### config.mk
export PLATFORM = sky130hd
export DESIGN_NAME = uncache_unit
export DESIGN_NICKNAME = d
export VERILOG_FILES = /design/src/rtl/uncache_unit.sv
export SDC_FILE = /design/constraint.sdc
export NUM_CORES = 1
export LEC_CHECK = 0
export BUFFER_PORTS_ARGS = -buffer_cell sky130_fd_sc_hd__buf_2
export CAP_MARGIN = 20
export CORE_MARGIN = 2
export CORE_UTILIZATION = 35
export CTS_BUF_LIST = sky130_fd_sc_hd__clkbuf_2
export DETAILED_ROUTE_END_ITERATION = 8
export PLACE_DENSITY = 0.73
export SLEW_MARGIN = 5
export SYNTH_ARGS = -nofsm -noshare
export SYNTH_HDL_FRONTEND = slang
export SYNTH_SLANG_ARGS = --single-unit
### constraint.sdc
create_clock -name clk -period 3.8 [get_ports clk]
set_input_delay 0 -clock clk [delete_from_list [all_inputs] [get_ports clk]]
set_output_delay 0 -clock clk [all_outputs]
set_load 0.05 [all_outputs]
### src/rtl/uncache_unit.sv
// rtl/uncache_unit.sv - uncached load/store bus sequencer for the MEM2 stage
// Optional posted-store write buffer enabled by defining UNCACHE_WBUF_EN.
module uncache_unit (
    input  logic        clk,
    input  logic        rst,
    input  logic        valid,
    input  logic        rd,
    input  logic        wr,
    input  logic [31:0] addr,
    input  logic [3:0]  wstrb,
    input  logic [31:0] wdata,
    input  logic [1:0]  size,
    output logic        stall,
    output logic [31:0] rdata,
    output logic        bus_req,
    output logic        bus_wr,
    output logic [1:0]  bus_size,
    output logic [31:0] bus_addr,
    output logic [3:0]  bus_wstrb,
    output logic [31:0] bus_wdata,
    input  logic        bus_addr_ok,
    input  logic        bus_data_ok,
    input  logic [31:0] bus_rdata
);

    typedef enum logic [1:0] {IDLE, REQ, WAIT, DONE} state_t;

    state_t state, state_next;
    logic   access;
    logic   start;

    assign access  = valid & (rd | wr);
    assign bus_req = (state == REQ);

`ifdef UNCACHE_WBUF_EN
    logic wbuf_full;
    logic post;

    // A store seen in IDLE is posted: the bus registers double as the buffer.
    assign post = access & wr & ~rd;

    always_comb begin
        stall = 1'b0;
        if (rst)
            stall = 1'b0;
        else if (state == IDLE)
            stall = access & ~post;
        else if (wbuf_full)
            stall = access;
        else
            stall = access & (state != DONE);
    end

    always_ff @(posedge clk or posedge rst) begin
        if (rst)
            wbuf_full <= 1'b0;
        else if (start)
            wbuf_full <= post;
        else if (state == DONE)
            wbuf_full <= 1'b0;
    end
`else
    assign stall = ~rst & access & (state != DONE);
`endif

    always_comb begin
        state_next = state;
        start      = 1'b0;
        case (state)
            IDLE: begin
                if (access) begin
                    start      = 1'b1;
                    state_next = REQ;
                end
            end
            REQ:     if (bus_addr_ok) state_next = WAIT;
            WAIT:    if (bus_data_ok) state_next = DONE;
            DONE:    state_next = IDLE;
            default: state_next = IDLE;
        endcase
    end

    always_ff @(posedge clk or posedge rst) begin
        if (rst)
            state <= IDLE;
        else
            state <= state_next;
    end

    // Request fields are latched once and held steady until the next start.
    always_ff @(posedge clk or posedge rst) begin
        if (rst) begin
            bus_wr    <= 1'b0;
            bus_size  <= 2'd0;
            bus_addr  <= 32'd0;
            bus_wstrb <= 4'd0;
            bus_wdata <= 32'd0;
        end else if (start) begin
            bus_wr    <= wr;
            bus_size  <= size;
            bus_addr  <= addr;
            bus_wstrb <= wstrb;
            bus_wdata <= wdata;
        end
    end

    always_ff @(posedge clk or posedge rst) begin
        if (rst)
            rdata <= 32'd0;
        else if ((state == WAIT) && bus_data_ok && !bus_wr)
            rdata <= bus_rdata;
    end

endmodule

==> flow_metrics.py <==
metrics = {
    "timing": {
        "max_freq_mhz": 423,
        "max_slew_margin_pct": 30.3,
        "final.min_clock_period_ps": 2370,
        "setup_viol": 0,
        "fin_crit_sh_pct": 62.3,
        "skew_ps": 12.2,
        "worstMarginPinSlew_ps": 1040,
        "hold_viol": 0,
        "rsz0062_at_grt": "no",
        "drv_slew": 0,
        "tns_ps": 0,
        "finalWorstSetupSlack_ps": 1430,
    },
    "synth": {
        "ys_ff_latch": 105,
        "netlist_top_cells_area": "dfrtp_1 65%, mux2_2 27%, mux2_1 1.7%",
        "yosysTopAreaCell": "dfrtp_1",
        "synth.avg_cell_area_um2": 17.2,
        "synth-seq-area-share_pct": 65.5,
        "syn_area_mm2": 0.00401,
        "synth_cell_types": 15,
        "syn_nets": 347,
        "yosysTopAreaCellShare_pct": 65.5,
        "yosys_warnings": 0,
        "synthCells": 234,
    },
    "floorplanning": {
        "core-area_mm2": 0.0113,
        "pin_count": 214,
        "initial_core_util_pct": 35.5,
        "dieArea_mm2": 0.0123,
        "die_x_um": 111,
        "rows": 39,
        "chipHeight_um": 111,
    },
    "grt": {
        "grtUsageMet1_pct": 18.6,
        "use_met2_pct": 30.4,
        "grt_max_degree": 74,
        "track_usage_pct": 16.4,
        "gr-total-overflow": 0,
        "first_global_vias": 3391,
        "grt_pass1_wl_mm": 16.2,
        "antenna_found_initial": 0,
        "use_met3_pct": 4.21,
        "grt.busiest_layer": "met2",
    },
    "placed_design": {
        "port_buffers": 213,
        "dpl_worst_slack_ps": 1450,
        "finalWeightedCongestion": 0.744,
        "dp_hpwl_mm": 6.59,
    },
    "pwr": {
        "p_leak_nw": 3.14,
        "clockPowerShare_pct": 7.7,
        "p_seq_share_pct": 32.0,
        "switching_share_pct": 53.0,
        "switchingPower_mw": 3.26,
        "power_density_mw_per_mm2": 965,
        "p_comb_share_pct": 60.4,
        "vdd_drop_max_mv": 0.503,
        "p_int_mw": 2.89,
    },
    "job": {
        "cap_violations": 0,
    },
    "worst_setup_path": {
        "critPathArrivalTime_ps": 2800,
        "path_cells": "inv_1 > ha_1 > o211ai_4 > buf_4 > mux2_2",
        "critical_path_class": "register to register",
        "max_stage_delay_ps": 590,
        "cpLargestDelayFamily": "buffers and inverters",
        "crit_buf_inv": 2,
        "cp.required_ps": 4240,
        "critPathMaxFanout": 42,
        "cp-end-kind": "register",
        "critical_path.startpoint_type": "register",
        "cp_slowest_cell": "buf_4",
    },
    "clock_network": {
        "cts_setup_buffers": 0,
        "cts.sinks": 105,
        "clkLatencyLatePin_ps": 530,
        "htreeDepth": 3,
        "cts_tree": "yes",
        "cts_buffers": 9,
        "cts_resized": 0,
        "clockBufferDepth": 2,
        "clkSlewWorstSetupHoldPaths_ps": 250,
        "root_buffer": "clkbuf_2",
    },
    "route": {
        "drtIter0Drc": 107,
        "ant_nets": 0,
        "vias_per_cell": 4.47,
        "wirelength_mm": 10.2,
        "wl_per_cell_um": 14.4,
        "vias": 3155,
        "dr.pass1.iters": 2,
        "drc_errors": 0,
    },
    "worst_hold_path": {
        "hp-class": "input pin to asynchronous set/reset pin",
    },
    "layout": {
        "layout-drive-gt1-share_pct": 58.2,
        "layout.nets": 672,
        "area_growth_pct": 58.8,
    },
    "status": {
        "status": "finished, final reports clean",
    },
}
## flip-flops by register name, indices dropped and copies added (netlist names)
signal,flops
bus_addr,32
bus_wdata,32
rdata,32
bus_wstrb,4
bus_size,2
state,2
bus_wr,1
## layout by cell type (no fill, tap or decap), types with 3 or more instances in the layout
master and instances:
buf_2 213, buf_4 3, clkbuf_2 9, clkinv_1 3
dfrtp_1 105, dlygate4sd3_1 108, ha_1 4, inv_1 3
mux2_1 6, mux2_2 98
## power by group through the flow
stage	combinational (mW)	sequential, mW	clock [mW]
after detailed placement	3.61	1.99	0
after floorplan	0.816	3.96	0
final	3.71	1.97	0.474
after CTS	3.72	1.96	0.507
after global placement	3.56	1.96	0
after global routing	3.86	2.04	0.545
## worst paths after layout
kind	startpoint	endpoint	slack [ps]	cells after the start
hold reg to reg	bus_addr[27]$_DFFE_PP0P_	bus_addr[27]$_DFFE_PP0P_	520	1
setup / recovery	state[0]$_DFFE_PP0P_	bus_wdata[4]$_DFFE_PP0P_	1430	5
hold / removal	rst	bus_wr$_DFFE_PP0P_	180	3
min in group clk	wdata[3]	bus_wdata[3]$_DFFE_PP0P_	210	3
setup reg to reg	state[0]$_DFFE_PP0P_	bus_wdata[4]$_DFFE_PP0P_	1430	5
max in group asynchronous	rst	bus_addr[9]$_DFFE_PP0P_	2630	4
## metrics by stage
step	area (um^2)	util, %	std cells	hold slack, ps	total power [mW]
2_1_floorplan	4010	-	234	132	4.77
3_3_place_gp	5200	45.9	583	214	5.52
3_5_place_dp	5200	45.9	583	222	5.60
4_1_cts	6370	56.3	705	134	6.19
5_1_grt	6370	56.3	705	132	6.45
6_report	6370	56.3	706	184	6.15
## what timing repair did
| action | CTS | global route |
|---|---|---|
| endpoints found under the hold margin | 177 | 0 |
| setup endpoints to repair | 0 | 0 |
| hold buffers | 108 | 0 |
## metal layers
metal	wire, um	part of all wire (%)
met5	0	0
met4	104	1.0
met3	590	5.8
met2	5480	54
met1	4020	39
## tightest hold or removal path, delay by kind of cell
family | cells | cell delay [ps]
buf+inv | 3 | 1300
## synth_stat cells, drive strengths merged
cell type / n
a221oi: 1
nor3: 1
o32a: 1
o211ai: 1
ha: 4
buf: 10
inv: 4
nand3b: 1
o21ai: 1
mux2: 104
nor2b: 1
dfrtp: 105
## logic make-up after synthesis
logic type | Yosys count | share of synthesized area [%]
AO/OA/AOI/OAI | 4 | 1.12
multiplexers | 104 | 29.2
flip-flops | 105 | 65.5
adder cells (fa/ha/maj) | 4 | 1.25
AND/OR/NAND/NOR | 3 | 0.468
buffers and inverters | 14 | 2.52
## layout make-up
class | instances | area, um^2
fill | 899 | 4950
timing repair buffer | 324 | 2170
sequential | 105 | 2630
inverter | 4 | 17.5
antenna | 1 | 2.50
clock inverter | 5 | 48.8
multi-input combinational | 115 | 1280
clock buffer | 9 | 45.0
tap | 143 | 179
Note: power is estimated with default switching activity, not from simulation.
